File: src/rtl/run_monitor.sv
// Run monitor for the pipelined core: captures stores into a 4-word result window and
// reports halt/timeout plus a pass verdict against expected FP32 bit patterns.
module run_monitor #(
    parameter logic [31:0] HALT_PC    = 32'h0000_0074,
    parameter int unsigned MIN_CYCLES = 50,
    parameter int unsigned MAX_CYCLES = 500,
    parameter logic [31:0] WIN_BASE   = 32'h0000_0020,
    parameter logic [31:0] EXP0       = 32'h4080_0000,
    parameter logic [31:0] EXP1       = 32'h40A0_0000,
    parameter logic [31:0] EXP2       = 32'h40E0_0000,
    parameter logic [31:0] EXP3       = 32'h4110_0000
) (
    input  logic        clk,
    input  logic        reset,
    input  logic [31:0] PC,
    input  logic        MemWrite,
    input  logic [31:0] DataAdr,
    input  logic [31:0] WriteData,
    output logic        done,
    output logic        pass,
    output logic        timeout,
    output logic        misalign,
    output logic [3:0]  win_written,
    output logic [15:0] cycles,
    output logic [15:0] store_count
);

    typedef enum logic [1:0] {StRun, StHalted, StTimeout} state_e;

    state_e           state_q, state_d;
    logic [3:0][31:0] win_q, win_d;
    logic [3:0]       win_written_q, win_written_d;
    logic [15:0]      cycles_q, cycles_d;
    logic [15:0]      store_count_q, store_count_d;
    logic             done_q, done_d;
    logic             pass_q, pass_d;
    logic             timeout_q, timeout_d;
    logic             misalign_q, misalign_d;

    logic        in_win;
    logic [1:0]  idx;
    logic [31:0] n_ext;
    logic        halt_hit;
    logic        tmo_hit;
    logic        win_match;

    assign in_win = (DataAdr[31:4] == WIN_BASE[31:4]);
    assign idx    = DataAdr[3:2];

    always_comb begin
        state_d       = state_q;
        win_d         = win_q;
        win_written_d = win_written_q;
        cycles_d      = cycles_q;
        store_count_d = store_count_q;
        done_d        = done_q;
        pass_d        = pass_q;
        timeout_d     = timeout_q;
        misalign_d    = misalign_q;
        n_ext         = 32'd0;
        halt_hit      = 1'b0;
        tmo_hit       = 1'b0;
        win_match     = 1'b0;

        if (state_q == StRun) begin
            if (cycles_q != 16'hFFFF) begin
                cycles_d = cycles_q + 16'd1;
            end
            n_ext = {16'd0, cycles_d};

            if (MemWrite) begin
                if (store_count_q != 16'hFFFF) begin
                    store_count_d = store_count_q + 16'd1;
                end
                if (in_win) begin
                    if (DataAdr[1:0] == 2'b00) begin
                        win_d[idx]         = WriteData;
                        win_written_d[idx] = 1'b1;
                    end else begin
                        misalign_d = 1'b1;
                    end
                end
            end

            halt_hit = (PC == HALT_PC) && (n_ext > MIN_CYCLES);
            tmo_hit  = (n_ext >= MAX_CYCLES);

            // Verdict uses next-state window so a store on the halt edge is included.
            win_match = (win_d[0] == EXP0) && (win_d[1] == EXP1) &&
                        (win_d[2] == EXP2) && (win_d[3] == EXP3);

            if (halt_hit) begin
                state_d = StHalted;
                done_d  = 1'b1;
                pass_d  = (&win_written_d) && win_match && !misalign_d;
            end else if (tmo_hit) begin
                state_d   = StTimeout;
                done_d    = 1'b1;
                timeout_d = 1'b1;
            end
        end
    end

    always_ff @(posedge clk or negedge reset) begin
        if (!reset) begin
            state_q       <= StRun;
            win_q         <= '0;
            win_written_q <= 4'd0;
            cycles_q      <= 16'd0;
            store_count_q <= 16'd0;
            done_q        <= 1'b0;
            pass_q        <= 1'b0;
            timeout_q     <= 1'b0;
            misalign_q    <= 1'b0;
        end else begin
            state_q       <= state_d;
            win_q         <= win_d;
            win_written_q <= win_written_d;
            cycles_q      <= cycles_d;
            store_count_q <= store_count_d;
            done_q        <= done_d;
            pass_q        <= pass_d;
            timeout_q     <= timeout_d;
            misalign_q    <= misalign_d;
        end
    end

    assign done        = done_q;
    assign pass        = pass_q;
    assign timeout     = timeout_q;
    assign misalign    = misalign_q;
    assign win_written = win_written_q;
    assign cycles      = cycles_q;
    assign store_count = store_count_q;

endmodule

File: config.mk
export PLATFORM = sky130hd
export DESIGN_NAME = run_monitor
export DESIGN_NICKNAME = d
export VERILOG_FILES = /design/src/rtl/run_monitor.sv
export SDC_FILE = /design/constraint.sdc
export NUM_CORES = 1
export LEC_CHECK = 0
export CELL_PAD_IN_SITES_DETAIL_PLACEMENT = 2
export CELL_PAD_IN_SITES_GLOBAL_PLACEMENT = 2
export CORE_AREA = 4 4 153 155
export CTS_BUF_LIST = sky130_fd_sc_hd__clkbuf_2
export DETAILED_ROUTE_END_ITERATION = 10
export DIE_AREA = 0 0 157 159
export GPL_ROUTABILITY_DRIVEN = 1
export PLACE_DENSITY_LB_ADDON = 0.1
export SYNTH_ARGS = -nofsm -noshare
export SYNTH_HDL_FRONTEND = slang
export SYNTH_SLANG_ARGS = --single-unit
File: constraint.sdc
create_clock -name clk -period 3.45 [get_ports clk]
set_input_delay 1.035 -clock clk [delete_from_list [all_inputs] [get_ports clk]]
set_output_delay 1.035 -clock clk [all_outputs]
set_load 0.01 [all_outputs]
# Word level (Yosys, flattened, before mapping)
# Cells that the tools add are included.
[totals]
regBits = 170
in_bits = 99
out_inout_bits = 40
[op_classes]
addsub = 2
order_cmp = 4
eq_ne = 8
mux = 23
bitwise = 2
reduce_logical = 16
[ops]
columns = ["operator", "count"]
rows = [
  ["two-way mux 128 bit", 4],
  ["bitwise mux 128 bit", 1],
  ["== test 32 x 31 -> 1 bit, second input constant", 4],
  ["demux 32 bit (select 2 bit)", 1],
  ["adder 16 x 1 -> 16 bit, second input constant", 2],
  ["== test 32 x 7 -> 1 bit, second input constant", 1],
  ["two-way mux 16 bit", 2],
  ["two-way mux 32 bit", 1],
  ["inequality test 16 bit, second input constant", 2],
  ["== test 28 x 2 -> 1 bit, second input constant", 1],
  [">= comparator 16 x 9 -> 1 bit, second input constant", 1],
  ["> comparator 16 x 6 -> 1 bit, second input constant", 1],
  ["two-way mux 4 bit", 4],
  ["logical AND 1 bit", 7],
  ["two-way mux 1 bit", 7],
  ["AND reduction 3 bit", 2],
  ["zero test 2 bit", 2],
  ["two-way mux 2 bit", 2],
  ["bitwise OR 4 bit", 1],
  ["AND reduction 2 bit", 2],
  ["AND reduction 4 bit", 1],
  ["< comparator 2 x 3 -> 1 bit, second input constant", 1],
  ["demux 1 bit (select 2 bit)", 1],
  [">= comparator 2 x 1 -> 1 bit, second input constant", 1],
  ["3 further kinds", 3],
]

# Depth between registers and ports, before layout
# Gate-level depths: netlist of the first run.
[depth]
depth_word = 15
depth_mapped = 9
depth_no_buf = 8

# Worst setup path after synthesis of the first run
# OpenSTA, ideal clock, no wires.
[synth_path]
path_type = "input to register"
start = "in DataAdr[3]"
end = "reg pass_q, in the netlist pass"
setup_time_ns = 0.066
t_arrival_ns = 3.124
required_time_ns = 3.384
setup_slack_ns = 0.260
stages = 7
n_path_buf = 0
cell_sequence = "nor4_4 mux2_4 or3_1 o221a_1 a2111o_1 a2111oi_2 mux2_1"
[synth_via]
elab_chain_len = 15
word_cells_on_any_way = 27
classes_between = "2 x order compare; 4 x eq/ne; 13 x mux; 1 x bitwise; 7 x reduce/logical"
[synth_lines]
columns = ["element", "line_no", "source"]
rows = [
  ["from (decl)", "17", "input logic [31:0] DataAdr,"],
  ["< comparator 2 x 3 -> 1 bit (not written as such) / >= comparator 2 x 1 -> 1 bit (equally long branches)", "77, 78", ""],
  ["logical AND 1 bit (not written as such)", "77, 78", ""],
  ["two-way mux 32 bit (not written as such)", "77", "win_d[idx] = WriteData;"],
  ["demux 32 bit (select 2 bit)", "77", ""],
  ["bitwise mux 128 bit", "77", ""],
  ["two-way mux 128 bit", "76", "if (DataAdr[1:0] == 2'b00) begin"],
  ["two-way mux 128 bit", "75", "if (in_win) begin"],
  ["two-way mux 128 bit", "71", "if (MemWrite) begin"],
  ["two-way mux 128 bit", "65", "if (state_q == StRun) begin"],
  ["== test 32 x 31 -> 1 bit", "89", "win_match = (win_d[0] == EXP0) && (win_d[1] == EXP1) &&"],
  ["logical AND 1 bit (2 in a row)", "89", ""],
  ["logical AND 1 bit", "90", "(win_d[2] == EXP2) && (win_d[3] == EXP3);"],
  ["logical AND 1 bit (*) (2 in a row)", "95", "pass_d = (&win_written_d) && win_match && !misalign_d;"],
  ["to (signal assigned)", "122", "pass_q <= pass_d;"],
  ["to (decl)", "36", "logic pass_q, pass_d;"],
]
# Every way passes the cells marked *; elsewhere a longest branch is shown, timed or not. The select of a mux whose other input is x is not followed.
# A chain may end at the register's enable or synchronous reset.

# Worst setup path after layout of the first run
[layout_path]
start = "reg cycles_q[0], in the netlist cycles[0]"
end = "reg pass_q, in the netlist pass"
[layout_via]
elab_chain_len = 6
word_cells_on_any_way = 7
classes_between = "1 x add/sub; 1 x order compare; 1 x eq/ne; 2 x mux; 2 x reduce/logical"
[layout_lines]
columns = ["element", "line_no", "source"]
rows = [
  ["from (decl)", "33", "logic [15:0] cycles_q, cycles_d;"],
  ["from (signal assigned)", "119", "cycles_q <= cycles_d;"],
  ["adder 16 x 1 -> 16 bit / inequality test 16 bit (equally long branches)", "67, 66", ""],
  ["two-way mux 16 bit (*)", "66", "if (cycles_q != 16'hFFFF) begin"],
  ["two-way mux 16 bit (*)", "65", ""],
  ["> comparator 16 x 6 -> 1 bit (*)", "85", "halt_hit = (PC == HALT_PC) && (n_ext > MIN_CYCLES);"],
  ["logical AND 1 bit (*)", "85", ""],
  ["AND reduction 2 bit (no source line) (*)", "n/a", ""],
]
# Marked as above.

==> summary.md, run 1 <==
| Metric | Value |
|---|---|
| Status | finished, final reports clean |
| Mapped Avg Cell Area | around 12 sq um |
| Max Buffers Root-to-Sink | 2 |
| Seq/Total Area, Yosys | 54.0% |
| Number of global-route vias before repair | 6940 |
| Cell chain of the critical path | ha_1 -> and3_1 -> nand3_2 -> nor2_1 -> o21bai_1 -> nor4b_2 -> a2111oi_1 -> buf_4 -> mux2_1 |
| Starting Density | between 30 and 40% |
| Post-Syn Instances | 642 |
| Post-route clock period utilization | between 90% and 100% |
| Most frequent cells in the layout | dfrtp_1, clkdlybuf4s50_1, mux2_2, buf_4, nand2_1 |
| Async set-reset flop share out of synthesis | 100% |
| Site Rows | 54 |
| FF-to-FF Start | cycles[0] |
| Setup WS pre-CTS | -403 ps |
| Nets | between 900 and 1000 |
| Post-route setup slack | around 300 ps |
| PD cells | 320 nW/um^2 |
| Switch share | 26.4% |
| Clock buffer count from CTS | 17 |
| Syn. warnings | 0 |
| Fillers | approximately 2200 |
| Max-Slew Margin vs Limit | approximately 35% |
| Layout area overhead | 29.8% |
| Flops & latches, synth | between 150 and 200 |
| Maxcap violations | 0 |
| Ys flop type | dfrtp_1 |
| Largest net degree at the start of global routing | 59 |
| Die Y | between 150 and 200 um |
| Layout Cells excl Fill | ~1100 |
| Commonest non-fill, non-tap cell in the layout | dfrtp_1 |
| Unrepaired setup endpoints after global routing | no |
| Ports | around 140 |
| DRT antenna net count | 0 |
| Crit-path slowest cell | dfrtp_1 |
| CP max stage delay | between 500 and 600 ps |
| Logic pwr share | ~8.1% |
| Total track usage | 19.9% |
| Leakage power | 4.62 nW |
| WL final | 24700 um |
| Root Driver | clkbuf_2 |
| CP Class | reg2reg |
| Hold crit path type | in2async |
| First-pass GRT wire length | between 30000 and 40000 um |
| Overall power | 3.27 mW |
| Clock Latency Late Sink | 760 ps |
| Layout cells sized above 1 | roughly 28% |
| FF-to-FF setup slack | ~300 ps |
| Req. time, crit path | 4090 ps |
| GP Congestion | approximately 0.84 |
| Drt pass-1 iters | 4 |
| Crit Reg-Reg Endpoint | pass |
| Max VDD drop | 0.191 mV |
| Skew final | about 50 ps |
| Fmax | between 300 and 400 MHz |
| Post-CTS Setup Bufs | 0 |
| Setup violations, final | 0 |
| DR vias/cell | between 5 and 6 |
| Initial antenna violation count | 2 |
| 1st-iter DRT viols | a little under 300 |
| CTS clk-pin slew, worst paths | 270 ps |
| WL/cell | around 22 um |
| Clock power share | a little under a third |
| Distinct cells, synth | slightly below 70 |
| Std-Cell Core Area | around 22000 sq um |
| Reg power frac | between 60% and 70% |
| Post-cts resize count | 0 |
| Final Critical Period | approximately 3100 ps |
| P_sw | about 0.86 mW |
| GR Overflow Total | 0 |
| DP HPWL | around 19000 um |
| Residual DRC | 0 |
| P_int | ~2.4 mW |
| Clock sink count | 170 |
| Crit-path max FO | 7 |
| Slew @ Worst Pin | 970 ps |
| Post-Syn Area | ~7900 sq um |
| Hold Vio Cnt, Final | 0 |
| Data arrival, critical path | between 3000 and 4000 ps |
| DR vias | ~6000 |
| Startpoint types | flip-flop |
| Buffers added on ports | 138 |
| Die W | ~160 um |
| Syn_nets | about 740 |
| CTS tree | done |
| Pins over their slew limit | 0 |
| Die area | 25000 sq um |
| Hold buffers post-CTS | 0 |
| H-tree depth | 4 |
| Placed insts | 1098 |
| CP endpoint kind | flip-flop |
| Setup TNS | 0 ps |
| R2R depth | 9 |
| Post-synth EDFFs | 0 |
flip-flops by register name, summed over array words and instances, names as in the netlist:
signal,cells
win_q,128
cycles,16
store_count,16
win_written,4
state_q,2
done,1
misalign,1
pass,1
timeout,1
metal layers:
metal / part of all wire (%) / global-route usage (%)
met3: 3.4 / 3.45
met4: 0.95 / 3.59
met2: 52 / 35.8
met1: 44 / 25.3
met5: 0.053 / 0
power groups by stage:
| stage | clock network (mW) | registers, mW | logic (mW) |
|---|---|---|---|
| finish | 1.00 | 2.00 | 0.265 |
| global route | 1.15 | 2.00 | 0.287 |
| CTS | 1.04 | 2.00 | 0.271 |
| detailed placement | 0 | 2.03 | 0.270 |
| global placement | 0 | 2.03 | 0.261 |
| floorplan | 0 | 2.03 | 0.0181 |
layout make-up:
type	count	area [sq um]	area share, %
Clock buffer	18	90.1	0.882
Tap cell	280	350	3.43
Sequential cell	170	4250	41.6
Inverter	6	22.5	0.220
Multi-Input combinational cell	447	3490	34.2
Timing Repair Buffer	195	1890	18.5
Clock inverter	14	121	1.19
Antenna cell	1	2.50	0.0245
worst max-delay path, delay by kind of cell, from the launching register on:
kind / cells / cell delay [ps]
muxes: 1 / 310
and+or+nand+nor: 4 / 1050
adders and majority gates: 1 / 290
AOI/OAI and AO/OA: 2 / 590
DFF: 1 / 550
buffers and inverters: 1 / 200
cell usage after synthesis, types with 6 or more instances:
library cell  instances  area [sq um]
nor2_1               35           131
nand4_1              21           131
dfrtp_1             170          4250
nand2_1              41           154
nor4_1               39           244
xnor2_1              22           193
nor4b_1               7          61.3
buf_2                12          60.1
inv_1                 6          22.5
a21oi_1               7          35.0
nand3_1              20           100
nor3_1               21           105
mux2_2              128          1440
or2_2                 6          37.5
o21ai_0               9          45.0
stage by stage:
step           hold WS, ps  util (%)  instance area (sq um)
6_report               195      46.8                  10200
5_1_grt                139      46.8                  10200
4_1_cts                162      46.8                  10200
3_5_place_dp           473      45.8                  10000
3_3_place_gp           461      45.8                  10000
2_1_floorplan          455         -                   7870
how the worst max path moves through the flow:
| stage | from | to | slack (ps) | cells past startpoint |
|---|---|---|---|---|
| after floorplan | DataAdr[3] | pass | 260 | 7 |
| after global placement | DataAdr[3] | pass | -310 | 8 |
| after detailed placement | WriteData[29] | pass | -400 | 8 |
| after CTS | cycles[0] | pass | 280 | 9 |
| after global routing | cycles[0] | pass | 40 | 9 |
| final | cycles[0] | pass | 300 | 9 |
cell families after synthesis:
group | share of synthesized area [%]
adder cells (fa/ha/maj) | 0.318
flip-flops | 54.0
multiplexers | 19.0
buffers and inverters | 1.70
AO/OA/AOI/OAI | 4.93
XOR/XNOR | 2.89
AND/OR/NAND/NOR | 17.1
(Power assumes the default switching activity.)
==> run 2: changes to the inputs <==
--- a/config.mk
+++ b/config.mk
@@ -12,7 +12,8 @@
 export DETAILED_ROUTE_END_ITERATION = 10
 export DIE_AREA = 0 0 157 159
 export GPL_ROUTABILITY_DRIVEN = 1
-export PLACE_DENSITY_LB_ADDON = 0.1
+export PLACE_DENSITY_LB_ADDON = 0.2
+export SETUP_SLACK_MARGIN = 0.05
 export SYNTH_ARGS = -nofsm -noshare
 export SYNTH_HDL_FRONTEND = slang
 export SYNTH_SLANG_ARGS = --single-unit
==> summary.md, run 2 (synthesized netlist as in run 1, its figures left out) <==
| Metric | Value |
|---|---|
| Clock buffer count from CTS | 17 (unchanged) |
| Req. time, crit path | 4160 ps (+70 ps) |
| Residual DRC | 0 (unchanged) |
| Placed insts | 1098 (unchanged) |
| Root Driver | clkbuf_2 |
| Startpoint types | input port |
| P_int | 2.50 mW (+4.0%) |
| CP endpoint | pass |
| Largest net degree at the start of global routing | 57 (-3.4%) |
| Leakage power | 4.65 nW (+0.58%) |
| PD cells | 333 nW/um^2 (+4.0%) |
| Starting Density | 36.1% (unchanged) |
| DP HPWL | 19600 um (+3.5%) |
| Layout Cells excl Fill | 1131 (unchanged) |
| Worst Path Buf+Inv | 1 (unchanged) |
| Max-Slew Margin vs Limit | 34.8% (+0.30 points) |
| CP max stage delay | 560 ps (about the same) |
| Crit path from | WriteData[3] |
| Status | finished, final reports clean |
| Die area | 25000 sq um (unchanged) |
| Post-route clock period utilization | 91.5% (+0.17 points) |
| Unrepaired setup endpoints after global routing | no |
| H-tree depth | 4 (unchanged) |
| Multi-input logic area | 3490 sq um (about the same) |
| Std-Cell Core Area | 21800 sq um (unchanged) |
| Commonest non-fill, non-tap cell in the layout | dfrtp_1 |
| Die Y | 159 um (unchanged) |
| Die W | 157 um (unchanged) |
| Buffers added on ports | 138 (unchanged) |
| Nets | 938 (unchanged) |
| Worst path depth | 8 (-1) |
| Total track usage | 21.1% (+1.1 points) |
| Layout area overhead | 30.3% |
| GR Overflow Total | 0 (unchanged) |
| Logic pwr share | 7.9% (-0.2 points) |
| Slew @ Worst Pin | 966 ps (-4.39 ps) |
| First-pass GRT wire length | 40900 um (+4.8%) |
| P_sw | 0.910 mW (+5.6%) |
| Switch share | 26.7% (+0.30 points) |
| CP endpoint kind | flip-flop |
| Fmax | 317 MHz (-0.18%) |
| DRT antenna net count | 0 (unchanged) |
| Hold buffers post-CTS | 0 (unchanged) |
| Overall power | 3.41 mW (+4.5%) |
| Number of global-route vias before repair | 7056 (+1.7%) |
| Largest register FFs | 128 (unchanged) |
| Crit-path slowest cell | or3_2 |
| Clock Latency Late Sink | 760 ps (about the same) |
| Max VDD drop | 0.185 mV (-3.3%) |
| FF-to-FF setup slack | 400 ps (+100 ps) |
| CP Class | in2reg |
| CTS clk-pin slew, worst paths | 260 ps (about the same) |
| Hold Vio Cnt, Final | 0 (unchanged) |
| Crit Reg-Reg Endpoint | pass |
| Data arrival, critical path | 3860 ps (+70 ps) |
| Ports | 139 (unchanged) |
| 1st-iter DRT viols | 210 (-29%) |
| FF-to-FF Start | cycles[1] |
| Hold slack final | 180 ps (-14.9 ps) |
| Clock power share | 33.5% (+2.8 points) |
| Setup violations, final | 0 (unchanged) |
| Fillers | 2201 (-0.14%) |
| Site Rows | 54 (unchanged) |
| Pins over their slew limit | 0 (unchanged) |
| DR vias | 6183 (+2.5%) |
| Hold crit path type | in2async |
| DR vias/cell | 5.47 (+2.5%) |
| Cell chain of the critical path | clkdlybuf4s50_1 -> or3_2 -> nor4_1 -> nor3b_2 -> nand4_1 -> a2111o_1 -> a2111oi_2 -> mux2_1 |
| Clock sink count | 170 (unchanged) |
| WL final | 25700 um (+4.1%) |
| CTS tree | done |
| Largest Register | win_q |
| Max Buffers Root-to-Sink | 2 (unchanged) |
| Crit-path max FO | 5 (-2) |
| Skew final | 34.9 ps (-14.7 ps) |
| WL/cell | 22.7 um (+4.1%) |
| Reg power frac | 58.6% (-2.6 points) |
| Layout cells sized above 1 | 28.7% (+0.59 points) |
| Maxcap violations | 0 (unchanged) |
| Storage cell area | 4260 sq um (about the same) |
| CP delay by family, top | simple AND/OR/NAND/NOR gates |
| Final Critical Period | 3160 ps (+5.77 ps) |
| Drt pass-1 iters | 4 (unchanged) |
| Initial antenna violation count | 1 (-1) |
| R2R depth | 9 (unchanged) |
| Most frequent cells in the layout | dfrtp_1, clkdlybuf4s50_1, mux2_2, buf_4, nand2_1 |
| GP Congestion | 0.836 (-0.95%) |
==> run 2: changes by cell type in the layout (fill, tap and decap cells not counted) <==
cell        previous run  this run
clkinv_1               4         1
bufinv_16              1         2
inv_6                  3         4
clkbuf_2              18        19
clkinv_2               0         1
nor2_2                 3         4
clkinv_4               4         1
dfrtp_1              170       169
inv_8                  0         3
nor2_1                32        31
dfrtp_2                0         1
clkinvlp_4             2         1
==> run 2: layer usage <==
layer	vias up	share of wire (%)	wire length [um]	GRT usage [%]
met5	-	0	0	0
li1	2801	-	-	-
met3	25	4.6	1170	4.05
met1	3216	42	10800	26.5
met4	0	1.8	465	5.36
met2	141	51	13200	37.0
==> run 2: timing repair <==
action | 4_1_cts | 5_1_grt
setup buffers | 0 | 0
resized for setup | 0 | 2
endpoints found under the setup margin | 0 | 1
==> run 2: stage by stage <==
stage	setup slack, ps	TNS (ps)	util (%)	instance area (sq um)
2_1_floorplan	260	0	-	7870
3_3_place_gp	-314	-648	45.8	10000
3_5_place_dp	-448	-16280	45.8	10000
4_1_cts	153	0	47.0	10300
5_1_grt	68.1	0	47.0	10300
6_report	294	0	47.0	10300
==> run 2: cell type report <==
| cell class | count | share of cell area, % |
|---|---|---|
| diodes | 1 | 0.0244 |
| clock buffers | 19 | 0.927 |
| clock inverters | 13 | 1.50 |
| inverters | 6 | 0.220 |
| multi-input cells | 447 | 34.1 |
| flip-flops and latches | 170 | 41.5 |
| well taps | 280 | 3.42 |
| repair buffers | 195 | 18.4 |
==> run 2: worst register-to-register path: stages (launching register included) <==
cell,delay [ps]
dfrtp_1,500
ha_1,270
and3_1,340
nand3_2,230
nor2_2,280
o21bai_1,160
nor4b_2,200
a2111oi_1,460
buf_4,210
mux2_1,330
==> run 2: how the worst min path moves through the flow <==
stage | start | endpoint | slack [ps] | cells after the start
3_3_place_gp | done | done | 460 | 1
5_1_grt | reset | win_q[99] | 90 | 1
4_1_cts | reset | win_q[98] | 110 | 1
2_1_floorplan | state_q[0] | state_q[0] | 460 | 1
6_report | reset | store_count[6] | 180 | 1
3_5_place_dp | done | done | 470 | 1
==> run 2: power by group through the flow <==
stage,logic [mW],clock network (mW),registers (mW)
after floorplan,0.0181,0,2.03
after global placement,0.261,0,2.03
after detailed placement,0.271,0,2.03
after CTS,0.273,1.20,2.00
after global routing,0.289,1.28,2.00
final,0.269,1.14,2.00
==> run 3: changes to the inputs <==
--- a/config.mk
+++ b/config.mk
@@ -5,14 +5,15 @@
 export SDC_FILE = /design/constraint.sdc
 export NUM_CORES = 1
 export LEC_CHECK = 0
+export ABC_AREA = 1
 export CELL_PAD_IN_SITES_DETAIL_PLACEMENT = 2
 export CELL_PAD_IN_SITES_GLOBAL_PLACEMENT = 2
-export CORE_AREA = 4 4 153 155
+export CORE_AREA = 4 4 172 174
 export CTS_BUF_LIST = sky130_fd_sc_hd__clkbuf_2
 export DETAILED_ROUTE_END_ITERATION = 10
-export DIE_AREA = 0 0 157 159
+export DIE_AREA = 0 0 176 178
 export GPL_ROUTABILITY_DRIVEN = 1
-export PLACE_DENSITY_LB_ADDON = 0.2
+export PLACE_DENSITY_LB_ADDON = 0.1
 export SETUP_SLACK_MARGIN = 0.05
 export SYNTH_ARGS = -nofsm -noshare
 export SYNTH_HDL_FRONTEND = slang
==> summary.md, run 3 <==
| Metric | Value |
|---|---|
| Buffers added on ports | 138 (unchanged) |
| Synth area leader | dfrtp_1 |
| Clock buffer count from CTS | 17 (unchanged) |
| Crit Reg-Reg Endpoint | state_q[0] |
| Max VDD drop | 0.130 mV (-30%) |
| Setup TNS | 0 ps (unchanged) |
| Slew @ Worst Pin | 637 ps (-328 ps) |
| DR vias | 8856 (+43%) |
| WL/cell | 19.3 um (-15%) |
| Most frequent cells after synthesis | nand2_1, o21ai_0, dfrtp_1, inv_1, nor2_1 |
| Skew final | 45.6 ps (+10.8 ps) |
| Post-synth EDFFs | 0 (unchanged) |
| Status | finished, final reports clean |
| Number of global-route vias before repair | 9474 (+34%) |
| Most frequent cells in the layout | nand2_1, o21ai_0, dfrtp_1, clkdlybuf4s50_1, inv_1 |
| Post-Syn Area | 8900 sq um (+13%) |
| Post-CTS Setup Bufs | 0 (unchanged) |
| Worst Path Buf+Inv | 1 (unchanged) |
| Clock sink count | 170 (unchanged) |
| Multiplexer share of the synthesized area | 0.351% (-19 points) |
| Largest net degree at the start of global routing | 70 (+23%) |
| Crit-path max FO | 2 (-3) |
| Top-count cell post-synth | nand2_1 |
| Seq/Total Area, Yosys | 47.8% (-6.2 points) |
| Nets | 1469 (+57%) |
| DRT antenna net count | 0 (unchanged) |
| Post-route cell area | 11300 sq um (+10%) |
| GP Congestion | 0.888 (+6.3%) |
| Mapped Avg Cell Area | 7.40 sq um (-40%) |
| Post-route setup slack | 485 ps (+190 ps) |
| CP endpoint | pass |
| Initial antenna violation count | 1 (unchanged) |
| Clock Latency Late Sink | 820 ps (+60 ps) |
| CTS clk-pin slew, worst paths | 330 ps (+70 ps) |
| Site Rows | 61 (+13%) |
| Die W | 176 um (+12%) |
| Largest Register | win_q |
| FF-to-FF Start | cycles[0] |
| Unrepaired setup endpoints after global routing | no |
| Distinct cells, synth | 40 (-41%) |
| Async set-reset flop share out of synthesis | 100% (unchanged) |
| CP delay by family, top | buffers and inverters |
| Worst path depth | 1 (-7) |
| Max Buffers Root-to-Sink | 2 (unchanged) |
| Largest register FFs | 128 (unchanged) |
| Total track usage | 22.1% (+1.1 points) |
| 1st-iter DRT viols | 430 (+100%) |
| Layout area overhead | 27.0% |
| Cell chain of the critical path | clkdlybuf4s50_1 |
| Largest family of logic cells by synthesized area | simple AND/OR/NAND/NOR gates |
| Setup violations, final | 0 (unchanged) |
| Fillers | 3292 (+50%) |
| Commonest non-fill, non-tap cell in the layout | nand2_1 |
| PD cells | 306 nW/um^2 (-7.9%) |
| Final Critical Period | 2970 ps (-190 ps) |
| Layout cells sized above 1 | 8.40% (-20 points) |
| FF-to-FF setup slack | 740 ps (+340 ps) |
| Req. time, crit path | 2410 ps (-1750 ps) |
| Starting Density | 32.0% (-4.0 points) |
| Flops & latches, synth | 170 (unchanged) |
| Pins over their slew limit | 0 (unchanged) |
| Ports | 139 (unchanged) |
| Synth Area in Adders | 0.281% (-0.037 points) |
| Synth top area share | 47.8% (-6.2 points) |
| Ys flop type | dfrtp_1 |
| Synth Area in Compound Gates | 10.8% (+5.9 points) |
| Leakage power | 5.66 nW (+22%) |
| Startpoint types | flip-flop |
| Syn_nets | 1303 (+75%) |
| Post-DP Area | 11000 sq um (+10%) |
| Hold buffers post-CTS | 0 (unchanged) |
| First-pass GRT wire length | 53600 um (+31%) |
| Placed insts | 1727 (+57%) |
| Maxcap violations | 0 (unchanged) |
| Fmax | 337 MHz (+6.4%) |
| Data arrival, critical path | 1930 ps (-1930 ps) |
| R2R depth | 11 (+2) |
| CTS tree | done |
| GR Overflow Total | 0 (unchanged) |
| Std-Cell Core Area | 27800 sq um (+27%) |
| Residual DRC | 0 (unchanged) |
| Setup WS pre-CTS | -197 ps (+251 ps) |
| Multi-input logic area | 3940 sq um (+13%) |
| Crit path from | pass |
| Crit-path slowest cell | clkdlybuf4s50_1 |
| DR vias/cell | 5.03 (-8.0%) |
| Synth Area in Simple Gates | 30.4% (+13 points) |
| H-tree depth | 4 (unchanged) |
| Die Y | 178 um (+12%) |
| Post-route clock period utilization | 86.0% (-5.5 points) |
| CP max stage delay | 600 ps (+40 ps) |
| Hold Vio Cnt, Final | 0 (unchanged) |
| Storage cell area | 4250 sq um (about the same) |
| CP endpoint kind | output pin |
| Hold crit path type | in2async |
| Max-Slew Margin vs Limit | 57.5% (+23 points) |
| Top post-synthesis cells by area | dfrtp_1, nand2_1, o21ai_0, inv_1, nor2_1 |
| Root Driver | clkbuf_2 |
| Post-Syn Instances | 1202 (+87%) |
| CP Class | reg2out |
| Hold slack final | 163 ps (-17.2 ps) |
| Layout Cells excl Fill | 1760 (+56%) |
| Drt pass-1 iters | 5 (+1) |
| Syn. warnings | 0 (unchanged) |
| WL final | 34100 um (+33%) |
| Die area | 31300 sq um (+25%) |
| Post-cts resize count | 0 (unchanged) |
| DP HPWL | 26100 um (+33%) |
| Xor/xnor cell area share of the yosys netlist | 2.36% (-0.53 points) |
==> run 3: cell types whose count changed in the layout (fill, tap and decap cells not counted), sizes merged, moves of 52 or more <==
| cell | before | now |
|---|---|---|
| inv | 13 | 135 |
| nor2 | 35 | 100 |
| nand2 | 41 | 398 |
| nand3 | 21 | 73 |
| mux2 | 130 | 1 |
| o21ai | 9 | 181 |
==> run 3: power breakdown <==
| part | internal [mW] | total [mW] | leakage [nW] | switching (mW) |
|---|---|---|---|---|
| sequential | 2.00 | 2.00 | 2.21 | 0 |
| combinational | 0.127 | 0.289 | 3.29 | 0.162 |
| clock | 0.253 | 1.17 | 0.153 | 0.916 |
| total | 2.38 | 3.46 | 5.66 | 1.08 |
==> run 3: metrics by stage <==
stage          power (mW)  util [%]
2_1_floorplan        2.08         -
3_3_place_gp         2.32      39.7
3_5_place_dp         2.32      39.7
4_1_cts              3.53      40.7
5_1_grt              3.62      40.7
6_report             3.46      40.7
==> run 3: cells by family (layout without fill, tap and decap cells) <==
family | after synthesis | in the layout
mux | 3 | 3
flops | 170 | 170
buf+inv | 178 | 357
xor+xnor | 24 | 24
compound gates | 189 | 189
other cells | 0 | 1
fa+ha+maj | 2 | 2
simple gates | 636 | 636
==> run 3: layout make-up <==
cell class | count | area share [%]
Multi-Input combinational cell | 854 | 34.9
Tap cell | 378 | 4.19
Clock buffer | 17 | 0.753
Antenna cell | 1 | 0.0221
Timing Repair Buffer | 196 | 16.7
Inverter | 129 | 4.29
Sequential cell | 170 | 37.7
Clock inverter | 15 | 1.54
==> run 3: worst register-to-register path, delay by kind of cell, from the launching register on <==
family          cells  cell delay, ps
buf+inv             1             120
compound gates      1             230
simple gates        8            1450
flops               1             540
fa+ha+maj           1             290
==> run 3: how the worst min path moves through the flow <==
| stage | cells past startpoint | startpoint | endpoint |
|---|---|---|---|
| final | 1 | reset | win_written[2] |
| after global routing | 1 | reset | win_q[66] |
| after CTS | 1 | reset | win_q[108] |
| after floorplan | 2 | win_q[78] | win_q[78] |
| after global placement | 2 | timeout | timeout |
| after detailed placement | 2 | timeout | timeout |
==> run 3: metal layers <==
metal	track usage, %	vias to the layer above	wire, um
met2	38.2	179	16500
li1	-	4177	-
met3	4.03	29	1590
met4	4.68	0	401
met1	29.3	4471	15500
met5	0	-	0
